**config.mk**
```make
export PLATFORM = sky130hd
export DESIGN_NAME = bip_host_link
export DESIGN_NICKNAME = d
export VERILOG_FILES = /design/src/rtl/bip_host_link_pkg.sv /design/src/rtl/tick_edge.sv /design/src/rtl/bip_host_link.sv
export SDC_FILE = /design/constraint.sdc
export NUM_CORES = 1
export LEC_CHECK = 0
export ABC_AREA = 1
export BUFFER_PORTS_ARGS = -buffer_cell sky130_fd_sc_hd__buf_2
export CAP_MARGIN = 20
export CORE_ASPECT_RATIO = 1.25
export CORE_MARGIN = 2
export CORE_UTILIZATION = 55
export DETAILED_ROUTE_END_ITERATION = 8
export HOLD_SLACK_MARGIN = 0.06
export PLACE_DENSITY = 0.79
export SLEW_MARGIN = 10
export SYNTH_ARGS = -nofsm -noshare
export SYNTH_HDL_FRONTEND = slang
export SYNTH_SLANG_ARGS = --single-unit
```
**constraint.sdc**
```tcl
create_clock -name clk -period 1.8 [get_ports clk]
set_input_delay 0 -clock clk [delete_from_list [all_inputs] [get_ports clk]]
set_output_delay 0 -clock clk [all_outputs]
set_load 0.1 [all_outputs]
```
**src/rtl/bip_host_link_pkg.sv**
```systemverilog
// Shared constants for the host link and the CPU-side interface:
// FSM state encodings and default parameter values.
package bip_host_link_pkg;

  localparam int BHL_NBIT_DATA_LEN_DEF  = 8;
  localparam int BHL_LEN_DATA_DEF       = 16;
  localparam int BHL_TIMEOUT_CYCLES_DEF = 1000000;

  localparam int BHL_STATE_W = 3;

  localparam logic [BHL_STATE_W-1:0] ST_IDLE      = 3'd0;
  localparam logic [BHL_STATE_W-1:0] ST_SEND_CMD  = 3'd1;
  localparam logic [BHL_STATE_W-1:0] ST_WAIT_ACC1 = 3'd2;
  localparam logic [BHL_STATE_W-1:0] ST_WAIT_ACC2 = 3'd3;
  localparam logic [BHL_STATE_W-1:0] ST_WAIT_CLK  = 3'd4;
  localparam logic [BHL_STATE_W-1:0] ST_DONE      = 3'd5;

endpackage

```
**src/rtl/tick_edge.sv**
```systemverilog
// Rising-edge detector for level-held UART done ticks. The delay register
// resets to 1 so a tick already high at reset release is not seen as an edge.
module tick_edge (
  input  logic clk,
  input  logic reset,
  input  logic tick_i,
  output logic edge_o
);

  logic tick_q;

  always_ff @(posedge clk or negedge reset) begin
    if (!reset) tick_q <= 1'b1;
    else        tick_q <= tick_i;
  end

  assign edge_o = tick_i & ~tick_q;

endmodule

```
**src/rtl/bip_host_link.sv**
```systemverilog
// Host-side command/response link: sends one command byte over the UART,
// then collects the accumulator (two bytes) and the CPU cycle count.
//
// state        | meaning
// IDLE         | waiting for go
// SEND_CMD     | tx_start high until the UART TX reports done
// WAIT_ACC1    | waiting for accumulator low byte
// WAIT_ACC2    | waiting for accumulator high byte
// WAIT_CLK     | waiting for cycle-count byte
// DONE         | one-cycle result_valid, then back to IDLE
module bip_host_link
  import bip_host_link_pkg::*;
#(
  parameter int NBIT_DATA_LEN  = BHL_NBIT_DATA_LEN_DEF,
  parameter int len_data       = BHL_LEN_DATA_DEF,
  parameter int TIMEOUT_CYCLES = BHL_TIMEOUT_CYCLES_DEF
) (
  input  logic                     clk,
  input  logic                     reset,
  input  logic                     go,
  input  logic [NBIT_DATA_LEN-1:0] cmd_in,
  input  logic                     tx_done_tick,
  input  logic                     rx_done_tick,
  input  logic [NBIT_DATA_LEN-1:0] rx_data_in,
  output logic                     tx_start,
  output logic [NBIT_DATA_LEN-1:0] tx_data,
  output logic [len_data-1:0]      acc_out,
  output logic [NBIT_DATA_LEN-1:0] clk_count_out,
  output logic                     result_valid,
  output logic                     busy,
  output logic                     timeout
);

  localparam int CNT_W = (TIMEOUT_CYCLES > 2) ? $clog2(TIMEOUT_CYCLES) : 1;
  localparam logic [CNT_W-1:0] CNT_TC = CNT_W'(TIMEOUT_CYCLES - 1);

  logic [BHL_STATE_W-1:0]   state_q, state_d;
  logic [CNT_W-1:0]         cnt_q, cnt_d;
  logic [NBIT_DATA_LEN-1:0] tx_data_q, tx_data_d;
  logic [len_data-1:0]      acc_q, acc_d;
  logic [NBIT_DATA_LEN-1:0] clk_cnt_q, clk_cnt_d;
  logic                     tx_start_q;
  logic                     result_valid_q;
  logic                     busy_q;
  logic                     timeout_q, timeout_d;
  logic                     tx_edge;
  logic                     rx_edge;

  tick_edge u_tx_edge (
    .clk    (clk),
    .reset  (reset),
    .tick_i (tx_done_tick),
    .edge_o (tx_edge)
  );

  tick_edge u_rx_edge (
    .clk    (clk),
    .reset  (reset),
    .tick_i (rx_done_tick),
    .edge_o (rx_edge)
  );

  always_comb begin
    state_d   = state_q;
    cnt_d     = cnt_q;
    tx_data_d = tx_data_q;
    acc_d     = acc_q;
    clk_cnt_d = clk_cnt_q;
    timeout_d = 1'b0;

    case (state_q)
      ST_IDLE: begin
        if (go) begin
          tx_data_d = cmd_in;
          state_d   = ST_SEND_CMD;
        end
      end

      ST_SEND_CMD: begin
        if (tx_edge) begin
          cnt_d   = '0;
          state_d = ST_WAIT_ACC1;
        end
      end

      ST_WAIT_ACC1, ST_WAIT_ACC2, ST_WAIT_CLK: begin
        // An arriving byte wins over terminal count on the same cycle.
        if (rx_edge) begin
          cnt_d = '0;
          case (state_q)
            ST_WAIT_ACC1: begin
              acc_d[NBIT_DATA_LEN-1:0] = rx_data_in;
              state_d                  = ST_WAIT_ACC2;
            end
            ST_WAIT_ACC2: begin
              acc_d[2*NBIT_DATA_LEN-1:NBIT_DATA_LEN] = rx_data_in;
              state_d                                = ST_WAIT_CLK;
            end
            default: begin
              clk_cnt_d = rx_data_in;
              state_d   = ST_DONE;
            end
          endcase
        end else if (cnt_q == CNT_TC) begin
          cnt_d     = '0;
          timeout_d = 1'b1;
          state_d   = ST_IDLE;
        end else begin
          cnt_d = cnt_q + CNT_W'(1);
        end
      end

      ST_DONE: state_d = ST_IDLE;

      default: state_d = ST_IDLE;
    endcase
  end

  always_ff @(posedge clk or negedge reset) begin
    if (!reset) begin
      state_q        <= ST_IDLE;
      cnt_q          <= '0;
      tx_data_q      <= '0;
      acc_q          <= '0;
      clk_cnt_q      <= '0;
      tx_start_q     <= 1'b0;
      result_valid_q <= 1'b0;
      busy_q         <= 1'b0;
      timeout_q      <= 1'b0;
    end else begin
      state_q        <= state_d;
      cnt_q          <= cnt_d;
      tx_data_q      <= tx_data_d;
      acc_q          <= acc_d;
      clk_cnt_q      <= clk_cnt_d;
      // Status flags follow the next state so they line up with state_q.
      tx_start_q     <= (state_d == ST_SEND_CMD);
      result_valid_q <= (state_d == ST_DONE);
      busy_q         <= (state_d != ST_IDLE);
      timeout_q      <= timeout_d;
    end
  end

  assign tx_start      = tx_start_q;
  assign tx_data       = tx_data_q;
  assign acc_out       = acc_q;
  assign clk_count_out = clk_cnt_q;
  assign result_valid  = result_valid_q;
  assign busy          = busy_q;
  assign timeout       = timeout_q;

endmodule

```
==> reports/qor.yml <==
run_status:
  outcome: "finished clean"
synth:
  synth_top_cell_area_share_pct: 49.27
  yosysTopAreaCell: "dfrtp_1"
  synth_nets: 367
  synth.ff_latch_count: 61
  yosysWarnings: 0
  synth_area_leaders: "dfrtp_1, nand2_1, nor2_1"
  yosysSeqAreaShare_pct: 51.02
  synth_area_sq_mm: 0.002997
  syn_inst: 345
  synth_cell_type_count: 33
  syn_avg_cell_area_sq_um: 8.686
power_and_ir_drop:
  seq_power_share_pct: 30.0
  vdd_ir_drop_max_v: 0.001894
  p_int_uw: 2977
  pwr-share-clk_pct: 22.8
  pwr-share-comb_pct: 47.2
  power_density_mw_per_mm2: 1647
  swShare_pct: 51.94
  netSwitchingPower_uw: 3218
  power.leakage_uw: 0.001880
min_path:
  hold_path_end: "tx_start$_DFF_PN0_"
  min-delay-start: "go"
  hold_path_class: "primary input to flip-flop"
  hold_path_depth: 3
sta:
  slew_violations: 0
  fin_crit_ns: 1.634
  rsz0062_at_grt: "no"
  setup_viol: 0
  min_period_over_period_pct: 90.80
  tightest_slew_ns: 0.5110
  relSlewSlack_pct: 66.17
  fin_hold_ws_ns: 0.1557
  fin_skew_ns: 0.005111
  fmax_mhz: 611.9
  hold_viol: 0
  timing.setup.tns_ns: 0
floorplanning:
  die_area_sq_mm: 0.006058
  initial_utilization_pct: 56.22
  fp.dieH_microns: 86.53
  die_x_microns: 70.02
  rows: 30
  core_area_sq_mm: 0.005330
  io_pins: 57
clock_tree:
  cts_buffers: 9
  cts_buffer_depth: 2
  cts.reportedPaths.clkPinSlew_ns: 0.07
  clkSinkCount: 61
  root_buffer: "clkbuf_8"
  htreeDepth: 3
  cts_tree: "built"
  clkLatencyLatePin_ns: 0.34
worst_setup_path:
  cpMaxStageDelayCell: "dfrtp_1"
  worstPathArrival_ns: 1.86
  r2r_start: "state_q[0]$_DFF_PN0_"
  critical_path_required_ns: 2.02
  crit_type: "flip-flop to flip-flop"
  r2r_cells: 8
  r2r-end: "cnt_q[6]$_DFFE_PN0P_"
  startpoint_type: "flip-flop"
  end_kind: "flip-flop"
  crit_chain: "nor2_2 > nand2_4 > nand2_8 > nor2_8 > inv_4 > nand3_1 > o21ai_1 > a21oi_2"
  cpPeakStageDelay_ns: 0.48
  reg2reg_slack_ns: 0.17
  cp_max_fo: 14
global_route:
  grt_pass1_vias: 2711
  gr-total-overflow: 0
  grt_pass1_wl_microns: 12530
  grt_max_degree: 62
  grtUsageTotal_pct: 26.81
  antenna_found_initial: 0
finish:
  antenna_cells: 0
  area_delta_synth_final_pct: 25.51
  final.fill_count: 370
  finalNetCount: 448
  drive_gt1_share_pct: 27.61
placed_design:
  place_congestion: 0.9285
  port_buffers: 56
  dp.final_hpwl_microns: 4882
routing:
  postRouteAntennaNets: 0
  first_pass_iters: 5
  routed_wl_microns: 7724
  post_drt_wl_per_cell_microns: 15.60
  dr_total_vias: 2677
  drc_errors: 0
  drt_iter0_drc: 169
  avgViaCountPerCell: 5.408
flow_run:
  cap_violations: 0
## cell usage after synthesis
cell / count
o21ai_0: 14
nor2_8: 1
o21ai_1: 17
dfrtp_1: 59
nand2_8: 1
dfstp_2: 2
a21oi_1: 5
nand2_2: 3
buf_2: 3
nand2_1: 88
mux2_2: 8
xor2_1: 3
inv_4: 1
o21ai_2: 1
nor3_1: 6
nor3_4: 1
a31oi_1: 1
nor2_1: 37
nand3_1: 17
ha_1: 1
nor2_4: 3
nand2_4: 3
nor3_2: 5
a21oi_2: 5
nand3b_1: 1
xnor2_1: 2
nand3_2: 2
nand4_1: 7
inv_1: 36
and2_1: 1
nor2_2: 3
inv_2: 5
buf_6: 3
## cells by family after synthesis
family / share of synthesized area (%)
compound gates: 7.975
xor+xnor: 1.462
fa+ha+maj: 0.4175
buf+inv: 6.973
flops: 51.02
mux: 3.006
simple gates: 29.14
## flip-flops by register name (all words and copies together), names as in the netlist
name,count
cnt_q,20
acc_out,16
clk_count_out,8
tx_data,8
state_q,3
busy,1
result_valid,1
timeout,1
tx_start,1
u_rx_edge.tick_q,1
u_tx_edge.tick_q,1
## cells in the final DEF (no fill, tap or decap), types with 2 or more instances in the layout
| cell type | count |
|---|---|
| a21oi_1 | 4 |
| a21oi_2 | 6 |
| buf_2 | 56 |
| bufinv_16 | 2 |
| clkbuf_8 | 11 |
| clkinv_4 | 2 |
| dfrtp_1 | 59 |
| dfstp_2 | 2 |
| dlygate4sd3_1 | 19 |
| inv_1 | 36 |
| inv_2 | 5 |
| mux2_2 | 8 |
| nand2_1 | 88 |
| nand2_2 | 3 |
| nand2_4 | 3 |
| nand3_1 | 16 |
| nand3_2 | 3 |
| nand4_1 | 7 |
| nor2_1 | 37 |
| nor2_2 | 3 |
| nor2_4 | 3 |
| nor3_1 | 6 |
| nor3_2 | 5 |
| o21ai_0 | 14 |
| o21ai_1 | 17 |
| xnor2_1 | 2 |
| xor2_1 | 3 |
## metrics by stage
step	total power, uW	setup WS [ns]	cell area [sq um]	utilization (%)	cells
3_5_place_dp	4705	0.1800	3328	62.44	460
4_1_cts	6162	0.1379	3752	70.40	495
2_1_floorplan	4267	0.3948	2997	-	345
6_report	6195	0.1657	3761	70.56	495
3_3_place_gp	4660	0.2121	3328	62.44	460
5_1_grt	6389	0.04011	3761	70.56	495
## final cells by class
class	instances	area (sq um)	area share (%)
Inverter	42	160.2	4.258
Timing Repair Buffer	76	490.5	13.04
Sequential cell	61	1529	40.65
Clock buffer	11	151.4	4.025
Multi-Input combinational cell	236	1267	33.70
Clock inverter	5	82.58	2.196
Tap cell	64	80.08	2.129
## worst max-delay path: cells and delay by family (launching register included)
kind            cells  cell delay, ns
simple gates        5            0.64
buf+inv             1            0.17
compound gates      2            0.21
flops               1            0.48
## metal layers
metal  vias up  global-route usage (%)  wire length, microns
li1       1264                       -                     -
met1      1276                   29.50                  3005
met2       110                   47.19                  3958
met3        27                   6.395                   466
met4         0                   15.73                   293
met5         -                       0                     0
## how the worst max path moves through the flow
stage                    startpoint               endpoint  slack [ns]  depth (start not counted)
2_1_floorplan  cnt_q[0]$_DFFE_PN0P_  cnt_q[10]$_DFFE_PN0P_        0.39                          8
3_3_place_gp   cnt_q[0]$_DFFE_PN0P_         busy$_DFF_PN0_        0.21                          8
3_5_place_dp   cnt_q[0]$_DFFE_PN0P_         busy$_DFF_PN0_        0.18                          8
4_1_cts        cnt_q[0]$_DFFE_PN0P_         busy$_DFF_PN0_        0.14                          8
5_1_grt        cnt_q[0]$_DFFE_PN0P_  cnt_q[10]$_DFFE_PN0P_        0.04                          8
6_report       state_q[0]$_DFF_PN0_   cnt_q[6]$_DFFE_PN0P_        0.17                          8
## power by group through the flow
stage / clock network, uW / registers [uW] / logic [uW]
after global placement: 0 / 1840 / 2820
after floorplan: 0 / 3780 / 485
after CTS: 1430 / 1840 / 2890
after detailed placement: 0 / 1860 / 2850
after global routing: 1480 / 1880 / 3020
final: 1410 / 1860 / 2930
## timing repair
item,CTS,global route
gates resized for setup,0,2
buffers inserted,0,0
endpoints found under the hold margin,95,0
hold buffers,19,0
setup endpoints to repair,0,2
No activity file was read; power rests on OpenSTA's default activity.
